--- src/rtl/cpu_muldiv_unit.sv ---
// rtl/cpu_muldiv_unit.sv - iterative RV32M-style multiply/divide unit with valid/ready handshakes
module cpu_muldiv_unit #(
    parameter  int XLEN  = 32,
    localparam int CNT_W = $clog2(XLEN) + 1
) (
    input  logic            clk,
    input  logic            rst_n,
    input  logic            in_valid,
    output logic            in_ready,
    input  logic [2:0]      in_op,
    input  logic [XLEN-1:0] in_a,
    input  logic [XLEN-1:0] in_b,
    input  logic            flush,
    output logic            out_valid,
    input  logic            out_ready,
    output logic [XLEN-1:0] out_result,
    output logic            out_div_zero
);

    typedef enum logic [1:0] {
        S_IDLE,
        S_CALC,
        S_FIX,
        S_DONE
    } state_t;

    localparam logic [CNT_W-1:0] LAST_CNT = CNT_W'(XLEN - 1);
    localparam logic [XLEN-1:0]  MIN_NEG  = {1'b1, {(XLEN-1){1'b0}}};

    state_t            state_q, state_d;
    logic [2:0]        op_q, op_d;
    logic [XLEN-1:0]   a_q, a_d;
    logic [XLEN-1:0]   b_q, b_d;
    logic [XLEN-1:0]   rem_q, rem_d;
    logic [XLEN-1:0]   quo_q, quo_d;
    logic [2*XLEN-1:0] prod_q, prod_d;
    logic              neg_q, neg_d;
    logic [CNT_W-1:0]  cnt_q, cnt_d;
    logic              out_valid_q, out_valid_d;
    logic [XLEN-1:0]   out_result_q, out_result_d;
    logic              out_div_zero_q, out_div_zero_d;

    logic              in_signed_a, in_signed_b;
    logic              sign_a, sign_b;
    logic [XLEN-1:0]   abs_a, abs_b;
    logic              in_div_zero, in_overflow;
    logic [XLEN:0]     sum_hi;
    logic [XLEN:0]     div_part, trial;
    logic [2*XLEN-1:0] prod_fix;
    logic [XLEN-1:0]   quo_fix, rem_fix;

    // Operand signedness: MUL's low word is sign-agnostic, so it is treated as unsigned.
    assign in_signed_a = (in_op == 3'b001) || (in_op == 3'b010) ||
                         (in_op == 3'b100) || (in_op == 3'b110);
    assign in_signed_b = (in_op == 3'b001) || (in_op == 3'b100) || (in_op == 3'b110);
    assign sign_a      = in_signed_a & in_a[XLEN-1];
    assign sign_b      = in_signed_b & in_b[XLEN-1];
    assign abs_a       = sign_a ? (~in_a + 1'b1) : in_a;
    assign abs_b       = sign_b ? (~in_b + 1'b1) : in_b;
    assign in_div_zero = in_op[2] && (in_b == '0);
    assign in_overflow = in_op[2] && !in_op[0] && (in_a == MIN_NEG) && (in_b == '1);

    // Right-shifting shift-add: carry of the upper half is kept in sum_hi's top bit.
    assign sum_hi   = {1'b0, prod_q[2*XLEN-1:XLEN]} + (a_q[0] ? {1'b0, b_q} : '0);
    assign div_part = {rem_q, a_q[XLEN-1]};
    assign trial    = div_part - {1'b0, b_q};

    assign prod_fix = neg_q ? (~prod_q + 1'b1) : prod_q;
    assign quo_fix  = neg_q ? (~quo_q + 1'b1) : quo_q;
    assign rem_fix  = neg_q ? (~rem_q + 1'b1) : rem_q;

    assign in_ready     = (state_q == S_IDLE) && !flush;
    assign out_valid    = out_valid_q;
    assign out_result   = out_result_q;
    assign out_div_zero = out_div_zero_q;

    always_comb begin
        state_d        = state_q;
        op_d           = op_q;
        a_d            = a_q;
        b_d            = b_q;
        rem_d          = rem_q;
        quo_d          = quo_q;
        prod_d         = prod_q;
        neg_d          = neg_q;
        cnt_d          = cnt_q;
        out_valid_d    = out_valid_q;
        out_result_d   = out_result_q;
        out_div_zero_d = out_div_zero_q;

        if (flush) begin
            state_d     = S_IDLE;
            out_valid_d = 1'b0;
        end else begin
            case (state_q)
                S_IDLE: begin
                    if (in_valid) begin
                        op_d   = in_op;
                        a_d    = abs_a;
                        b_d    = abs_b;
                        neg_d  = (in_op[2] && in_op[1]) ? sign_a : (sign_a ^ sign_b);
                        cnt_d  = '0;
                        prod_d = '0;
                        rem_d  = '0;
                        quo_d  = '0;
                        if (in_div_zero) begin
                            out_result_d   = in_op[1] ? in_a : '1;
                            out_div_zero_d = 1'b1;
                            out_valid_d    = 1'b1;
                            state_d        = S_DONE;
                        end else if (in_overflow) begin
                            out_result_d   = in_op[1] ? '0 : in_a;
                            out_div_zero_d = 1'b0;
                            out_valid_d    = 1'b1;
                            state_d        = S_DONE;
                        end else begin
                            state_d = S_CALC;
                        end
                    end
                end
                S_CALC: begin
                    cnt_d = cnt_q + 1'b1;
                    if (op_q[2]) begin
                        a_d   = {a_q[XLEN-2:0], 1'b0};
                        quo_d = {quo_q[XLEN-2:0], ~trial[XLEN]};
                        rem_d = trial[XLEN] ? div_part[XLEN-1:0] : trial[XLEN-1:0];
                    end else begin
                        a_d    = {1'b0, a_q[XLEN-1:1]};
                        prod_d = {sum_hi, prod_q[XLEN-1:1]};
                    end
                    if (cnt_q == LAST_CNT) begin
                        state_d = S_FIX;
                    end
                end
                S_FIX: begin
                    case (op_q)
                        3'b000:         out_result_d = prod_fix[XLEN-1:0];
                        3'b100, 3'b101: out_result_d = quo_fix;
                        3'b110, 3'b111: out_result_d = rem_fix;
                        default:        out_result_d = prod_fix[2*XLEN-1:XLEN];
                    endcase
                    out_div_zero_d = 1'b0;
                    out_valid_d    = 1'b1;
                    state_d        = S_DONE;
                end
                S_DONE: begin
                    if (out_ready) begin
                        out_valid_d = 1'b0;
                        state_d     = S_IDLE;
                    end
                end
                default: state_d = S_IDLE;
            endcase
        end
    end

    always_ff @(posedge clk or negedge rst_n) begin
        if (!rst_n) begin
            state_q        <= S_IDLE;
            op_q           <= '0;
            a_q            <= '0;
            b_q            <= '0;
            rem_q          <= '0;
            quo_q          <= '0;
            prod_q         <= '0;
            neg_q          <= 1'b0;
            cnt_q          <= '0;
            out_valid_q    <= 1'b0;
            out_result_q   <= '0;
            out_div_zero_q <= 1'b0;
        end else begin
            state_q        <= state_d;
            op_q           <= op_d;
            a_q            <= a_d;
            b_q            <= b_d;
            rem_q          <= rem_d;
            quo_q          <= quo_d;
            prod_q         <= prod_d;
            neg_q          <= neg_d;
            cnt_q          <= cnt_d;
            out_valid_q    <= out_valid_d;
            out_result_q   <= out_result_d;
            out_div_zero_q <= out_div_zero_d;
        end
    end

endmodule
--- config.mk ---
export PLATFORM = sky130hd
export DESIGN_NAME = cpu_muldiv_unit
export DESIGN_NICKNAME = d
export VERILOG_FILES = /design/src/rtl/cpu_muldiv_unit.sv
export SDC_FILE = /design/constraint.sdc
export NUM_CORES = 1
export LEC_CHECK = 0
export BUFFER_PORTS_ARGS = -buffer_cell sky130_fd_sc_hd__buf_2
export CORE_MARGIN = 1.5
export CORE_UTILIZATION = 30
export CTS_CLUSTER_DIAMETER = 40
export CTS_CLUSTER_SIZE = 10
export DETAILED_ROUTE_END_ITERATION = 6
export MAX_ROUTING_LAYER = met4
export PLACE_DENSITY = 0.45
export SLEW_MARGIN = 20
export SYNTH_ARGS = -nofsm -noshare
export SYNTH_HDL_FRONTEND = slang
export SYNTH_SLANG_ARGS = --single-unit
export TNS_END_PERCENT = 100
--- constraint.sdc ---
create_clock -name clk -period 5.65 [get_ports clk]
set_input_delay 0.2825 -clock clk [delete_from_list [all_inputs] [get_ports clk]]
set_output_delay 0.2825 -clock clk [all_outputs]
set_load 0.005 [all_outputs]
======== Yosys cells after proc, flatten, opt, wreduce, memory -nomap -nowiden ========
Cells that the tools add are included.
W data, S select, Z words.
word-level totals
  flip-flop bits (word level) ............. 238
  input port bits ......................... 72
  word-level logic and storage cells ...... 125
  output and inout port bits .............. 35
operators by class
  reduce and logical (&&, ||, !) cells .... 28
  $add $sub $neg .......................... 8
  bitwise operators ....................... 10
  equal/unequal tests ..................... 22
  mux-type cells .......................... 45
operators with widths
  kind                     number
  $mux W32                 16
  $pmux W32 S2             4
  $mux W64                 3
  $add A32 B1 Y32 const B  4
  $not A32 Y32             4
  $pmux W64 S2             1
  $pmux W32 S3             1
  $add A64 B1 Y64 const B  1
  $eq A32 B32 Y1 const B   2
  $not A64 Y64             1
  $add A32 B32 Y33         1
  $sub A33 B32 Y33         1
  $logic_not A32 Y1        1
  $eq A3 B3 Y1 const B     6
  $reduce_and A4 Y1        4
  $mux W2                  6
  $ne A3 B3 Y1 const B     4
  $pmux W6 S2              1
  $mux W1                  9
  $reduce_and A3 Y1        3
  $pmux W2 S4              1
  $add A6 B1 Y6 const B    1
  $eq A6 B5 Y1 const B     1
  $logic_and A1 B1 Y1      6
  other kinds (19)         31

======== Depth between registers and ports, before layout ========
Gate-level depths: netlist of the first run.
  word-level depth ........................ 9
  depth in mapped cells ................... 14
  gate-level depth less buffers ........... 13

======== Least setup slack after synthesis of the first run ========
OpenSTA, ideal clock, no wires.
  kind .................................... flip-flop to flip-flop
  start point ............................. register a_q[0]
  end point ............................... register prod_q[61]
  buffers on the path ..................... 1
  setup time .............................. 0.069 ns
  slack ................................... 2.152 ns
  required time ........................... 5.581 ns
  cell stages (with the launch flop) ...... 15
  period minus slack after synthesis ...... 3.498 ns
  arrival time ............................ 3.428 ns
  path through ............................ dfrtp_1 -> clkbuf_1 -> and2_1 -> ha_1 -> inv_1 -> fa_1 -> inv_1 -> a21o_1 -> a41o_1 -> a41o_1 -> o221ai_1 -> o41ai_1 -> a311oi_1 -> or4_1 -> nand3_1
between the ends
  cells in the longest elaborated chain, start to end .. 4
RTL lines
  item                      RTL line  text
  start: declaration        32        logic [XLEN-1:0] a_q, a_d;
  start signal: assignment  161       a_q <= '0;
  start signal: assignment  174       a_q <= a_d;
  $mux W32                  64        assign sum_hi = {1'b0, prod_q[2*XLEN-1:XLEN]} + (a_q[0] ? {1'b0, b_q} : '0);
  $add A32 B32 Y33          64
  $mux W64                  123       if (op_q[2]) begin
  $pmux W64 S2              95        case (state_q)
  end signal: assignment    178       prod_q <= prod_d;
  end: declaration          36        logic [2*XLEN-1:0] prod_q, prod_d;
Every way passes these cells. The select of a mux whose other input is x is not followed.
A chain may end at the register's enable or synchronous reset.

======== Final worst setup path of the first run ========
  start point ............................. register prod_q[17]
  end point ............................... register out_result_q[23] (netlist: out_result[23])
between the ends
  cells in the longest elaborated chain, start to end .. 5
RTL lines
  item                    RTL line  text
  $not A64 Y64            68        assign prod_fix = neg_q ? (~prod_q + 1'b1) : prod_q;
  $add A64 B1 Y64         68
  $mux W64                68
  $pmux W32 S3            136       case (op_q)
  $pmux W32 S2            95
  end signal: assignment  182       out_result_q <= out_result_d;
  end: declaration        40        logic [XLEN-1:0] out_result_q, out_result_d;
Every way passes these cells.

==> results of run 1 <==
[metrics by stage]
| stage | total power, mW | util | cell area [um^2] | hold WS [ns] | worst slack (ns) |
|---|---|---|---|---|---|
| 2_1_floorplan | 6.00 | - | 18900 | -0.0131 | 2.15 |
| 3_3_place_gp | 7.90 | 0.326 | 20200 | 0.443 | 1.35 |
| 3_5_place_dp | 7.90 | 0.326 | 20200 | 0.439 | 1.32 |
| 4_1_cts | 11.3 | 0.360 | 22400 | 0.00280 | 1.50 |
| 5_1_grt | 12.0 | 0.360 | 22400 | 0.0229 | 1.39 |
| 6_report | 11.3 | 0.360 | 22400 | 0.0267 | 1.65 |
[placed cells by master (no fill, tap or decap), drive strengths merged, types with 19 or more instances in the layout]
cell type	netlist	final
inv	73	82
a21o	33	33
dfrtp	238	238
and2	42	42
nand4	27	27
nor2	150	150
nor3	71	71
maj3	27	27
xnor2	104	104
ha	75	75
o21ai	268	268
buf	16	132
clkbuf	127	61
nand3	31	31
o31ai	52	52
nand2b	28	28
a21oi	138	138
nand2	290	290
xor2	102	102
nor4	21	21
o41ai	25	25
mux2i	55	55
a22o	64	64
o211ai	19	19
or4	22	22
or3	25	25
[report_power, final]
group	leakage, nW	internal (mW)	switching [mW]
clock	0.923	2.19	1.17
sequential	3.17	2.14	0.606
combinational	5.83	1.74	3.47
[cell usage after synthesis (13+ instances only)]
cell / count
a21oi_1: 138
inv_1: 73
clkbuf_1: 126
nor3_1: 71
o21ai_0: 263
a21o_1: 33
o31ai_1: 52
and3_1: 16
o221ai_1: 18
maj3_1: 27
nor4_1: 21
a31oi_1: 18
nand4_1: 27
mux2i_1: 55
xnor2_1: 104
o41ai_1: 25
nand2b_1: 28
or2_2: 13
nand2_1: 289
and2_1: 42
or3_1: 25
o211ai_1: 18
a22o_1: 64
nand3_1: 31
nor2_1: 149
dfrtp_1: 238
xor2_1: 102
a211oi_1: 14
ha_1: 75
or4_1: 19
[critical path, cell delays in order (launching register included)]
cell and delay (ns):
dfrtp_1 0.45, or4_4 0.59, nor4_1 0.44, nand4_1 0.70, nor3_1 0.78, nand3b_1 0.23
a41oi_1 0.27, a21oi_1 0.06, o41ai_1 0.36
[registers in the layout, indices dropped and copies added, names as in the netlist]
register / flops
op_q: 3
prod_q: 64
state_q: 2
quo_q: 32
out_div_zero: 1
b_q: 32
neg_q: 1
out_result: 32
out_valid: 1
a_q: 32
rem_q: 32
cnt_q: 6
[layer usage]
layer  vias up  GRT usage  wire length, um
met1      8834      0.316            34200
met5         -          -                0
met3       124     0.0363             4870
li1       8676          -                -
met4         0     0.0895             2760
met2       661      0.374            34300
[path summary, 6_finish.rpt]
check	startpoint	endpoint	slack, ns	depth (start not counted)
setup / recovery	prod_q[17]$_DFFE_PN0P_	out_result[23]$_DFFE_PN0P_	1.65	8
hold reg to reg	out_result[8]$_DFFE_PN0P_	out_result[8]$_DFFE_PN0P_	0.47	2
min in group asynchronous	rst_n	prod_q[4]$_DFFE_PN0P_	0.38	2
hold / removal	in_b[27]	b_q[27]$_DFFE_PN0P_	0.03	3
max in group asynchronous	rst_n	neg_q$_DFFE_PN0P_	3.94	3
setup reg to reg	prod_q[17]$_DFFE_PN0P_	out_result[23]$_DFFE_PN0P_	1.65	8
[repair_timing]
| action | CTS | global route |
|---|---|---|
| setup endpoints to repair | 0 | 0 |
| endpoints found under the hold margin | 130 | 0 |
| hold buffers | 16 | 0 |
[cell families after synthesis]
logic type      count (synthesis)  synth area share
simple gates                  771             0.195
compound gates                747             0.254
flops                         238             0.314
buf+inv                       217            0.0438
xor+xnor                      206            0.0952
fa+ha+maj                     104            0.0659
mux                            59            0.0320
[final cells by class]
cell class,count,area [um^2],area share
flip-flops and latches,238,5960,0.266
repair buffers,148,908,0.0406
multi-input cells,1887,12200,0.546
inverters,74,278,0.0124
clock buffers,61,1450,0.0648
well taps,837,1050,0.0468
clock inverters,41,509,0.0228
diodes,1,2.50,0.000112
==> results.cfg, run 1 <==
[outcome]
status = finished clean

[clocking]
cts_tree = done
cts.htree.levels = 2
clock_latency_ns = 0.62
cts_buffers = 55
cts_sinks = 238
clockBufferDepth = 3
path_clk_slew_ns = 0.05
cts_resized = 0
cts-root-buf = clkbuf_16
cts_setup_buffers = 0

[logic_synthesis]
async_flop_share = 1.00
synth_cell_types = 87
yosysWarnings = 0
synth_area_um2 = 18900
syn-num-nets = 2491
synth.largest_area_cell = dfrtp_1
synth_top_cells_by_area = dfrtp_1, o21ai_0, nand2_1
yosysTopAreaCellShare = 0.314
netlist_instances = 2342
yosysSeqAreaShare = 0.314
avgSynthCellArea_um2 = 8.09
synth_edf_count = 0
synth_seq_cells = 238
synth_flop_cell = dfrtp_1

[timing]
finalSetupViolCount = 0
finClkSkew_ns = 0.0291
tightest_slew_ns = 1.17
post-route-period-util = 0.708
report.final.slew_viol_count = 0
fin_crit_ns = 4.00
slew_headroom = 0.198
final.setup.tns_ns = 0
hold_viol = 0
grt_setup_unrepaired = no
max_freq_ghz = 0.250

[grt]
grt_pass1_wl_um = 114000
grt_pass1_vias = 17600
track_usage = 0.241
grt_max_degree = 126
antenna_found_initial = 1
grt_overflow = 0

[critical_path]
worstPathArrival_ns = 4.48
cp-end-kind = register
cp_data_required_time_ns = 6.13
critPathKind = reg2reg
cp_max_fo = 14
cp-start-kind = register

[flow_run]
maxCapViolCount = 0

[pwr]
leakagePower_nw = 9.92
ir_worst_vdd_uv = 282
power.density_nw_per_um2 = 506

[placement]
port_buffers = 106
dpl.cell_count = 3168
dp_hpwl_um = 57500
gp_congestion = 0.987

[route]
wl_per_cell_um = 23.2
vias_per_cell = 5.57
ant_nets = 0
drt_iter0_drc = 1588
drt_wl_total_um = 76100
first_pass_iters = 5
vias = 18300
drc = 0

[floorplanning]
num_rows = 91
start_util = 0.305
die_w_um = 254
dieArea_um2 = 64700
ios = 107
die_y_um = 254
core-area_um2 = 62100

[layout]
final_nets = 2553
instances_no_fill = 3287
nFillCells = 6476
layout-drive-gt1-share = 0.112
area_growth_pct = 18.0

[min_path]
holdCritPathClass = in2reg
No activity file was read; power rests on OpenSTA's default activity.
==> run 2: changes to the inputs <==
Clock period 5.65 ns to 3.8 ns, I/O delays scaled along.
==> results.cfg, run 2 (same netlist as run 1, synthesis figures left out) <==
[outcome]
status = finished clean

[clocking]
cts_buffers = 56
path_clk_slew_ns = 0.05
cts_tree = done
cts_sinks = 238
clock_latency_ns = 0.61
cts_setup_buffers = 0
cts-root-buf = clkbuf_16
cts.htree.levels = 2
clockBufferDepth = 3

[placement]
gp_congestion = 1.01
dp_hpwl_um = 60600
port_buffers = 106
place_area_um2 = 20800

[pwr]
ir_worst_vdd_uv = 382
leakagePower_nw = 10.4
p_total_mw = 17.3
power.density_nw_per_um2 = 745

[timing]
finalSetupViolCount = 0
grt_setup_unrepaired = no
max_freq_ghz = 0.276
fin_crit_ns = 3.62
hold_viol = 0
tightest_slew_ns = 0.896
slew_headroom = 0.400
final.setup.tns_ns = 0
finClkSkew_ns = 0.0217
report.final.slew_viol_count = 0
post-route-period-util = 0.952

[floorplanning]
core-area_um2 = 62100
die_w_um = 254
die_y_um = 254
num_rows = 91
start_util = 0.305
ios = 107
dieArea_um2 = 64700

[layout]
largest_reg_flops = 64
max_flop_register = prod_q
layout-drive-gt1-share = 0.137
postLayoutCoreUtil = 0.374
seqCellArea_um2 = 5960
final_cell_mix = nand2_1, o21ai_0, dfrtp_1
final_common_cell = nand2_1
multiInputGateArea_um2 = 12200
nFillCells = 6488
area_growth_pct = 22.4
final_nets = 2651
final_cell_area_um2 = 23200

[critical_path]
cp.buffers_inverters = 3
critical_path.top_delay_family = compound AO/OA/AOI/OAI gates
cp_data_required_time_ns = 4.32
critPathKind = reg2reg
cp_max_fo = 4
worstPathArrival_ns = 4.14
cp-end-kind = register
cp_slowest_cell = or4_1
slowest_delay_ns = 0.48
cp-start-kind = register
path_cells = and2_1 -> ha_1 -> inv_1 -> fa_1 -> inv_1 -> a21o_1 -> a41o_1 -> a41o_1 -> o221ai_1 -> o41ai_1 -> buf_4 -> a311oi_1 -> or4_1 -> nand3_1

[grt]
grt_overflow = 0
grt_pass1_wl_um = 117000
met2_usage = 0.381
grt_pass1_vias = 18300
top_usage_layer = met2
track_usage = 0.247
met1_usage = 0.322
antenna_found_initial = 0
grt_max_degree = 102
grt_use_met3 = 0.0314

[route]
vias = 18600
drt_wl_total_um = 77800
first_pass_iters = 7
ant_nets = 0
drt_iter0_drc = 1451
vias_per_cell = 5.51
wl_per_cell_um = 23.0
drc = 0

[flow_run]
maxCapViolCount = 0

[min_path]
holdCritPathClass = in2reg
[run 2: cell types whose count changed in the layout (fill, tap and decap cells not counted), moves of 2 or more]
cell / previous run / this run
inv_6: 9 / 2
buf_12: 1 / 4
clkinv_4: 4 / 8
buf_4: 25 / 97
clkbuf_1: 1 / 5
dlygate4sd3_1: 16 / 38
clkbuf_8: 5 / 7
[run 2: repair_timing]
action	in CTS	in global routing
endpoints found under the hold margin	136	0
resized for setup	0	1
hold buffers	38	0
endpoints found under the setup margin	0	26
[run 2: path summary, 6_finish.rpt]
| path | from | end | slack [ns] | cells past startpoint |
|---|---|---|---|---|
| worst min-delay path | in_a[22] | a_q[22]$_DFFE_PN0P_ | 0.04 | 4 |
| worst min register to register | out_result[9]$_DFFE_PN0P_ | out_result[9]$_DFFE_PN0P_ | 0.47 | 2 |
| min in group asynchronous | rst_n | prod_q[8]$_DFFE_PN0P_ | 0.24 | 2 |
| worst max register to register | b_q[0]$_DFFE_PN0P_ | prod_q[61]$_DFFE_PN0P_ | 0.18 | 14 |
| worst max-delay path | b_q[0]$_DFFE_PN0P_ | prod_q[61]$_DFFE_PN0P_ | 0.18 | 14 |
| max in group asynchronous | rst_n | prod_q[46]$_DFFE_PN0P_ | 2.69 | 3 |
[run 2: power by group]
part	total (mW)	internal, mW	switching [mW]	leakage (nW)
Clock	4.95	3.27	1.68	0.932
Combinational	8.35	2.92	5.43	6.30
Sequential	3.98	3.19	0.790	3.17
[run 2: tightest hold or removal path: stages]
cell     delay [ns]
buf_2          0.12
xnor2_1        0.08
o21ai_0        0.13
o21ai_0        0.07
[run 2: final cells by class]
cell class                      instances  area share
Multi-Input combinational cell       1887       0.526
Sequential cell                       238       0.257
Timing Repair Buffer                  245      0.0745
Clock buffer                           68      0.0654
Tap cell                              837      0.0451
Clock inverter                         37      0.0199
Inverter                               74      0.0120
Antenna cell                            1    0.000108
[run 2: through the flow]
stage | setup WS (ns) | hold slack, ns | std cells
final | 0.182 | 0.0393 | 3387
after global routing | 0.00326 | 0.0558 | 3386
after CTS | 0.170 | 0.0117 | 3386
after detailed placement | 0.197 | 0.323 | 3243
after global placement | 0.298 | 0.313 | 3243
after floorplan | 0.302 | -0.106 | 2342
[run 2: routing by layer]
metal | wire length [um] | part of all wire
met1 | 35200 | 0.45
met2 | 34900 | 0.45
met3 | 4080 | 0.052
met4 | 3640 | 0.047
met5 | 0 | 0
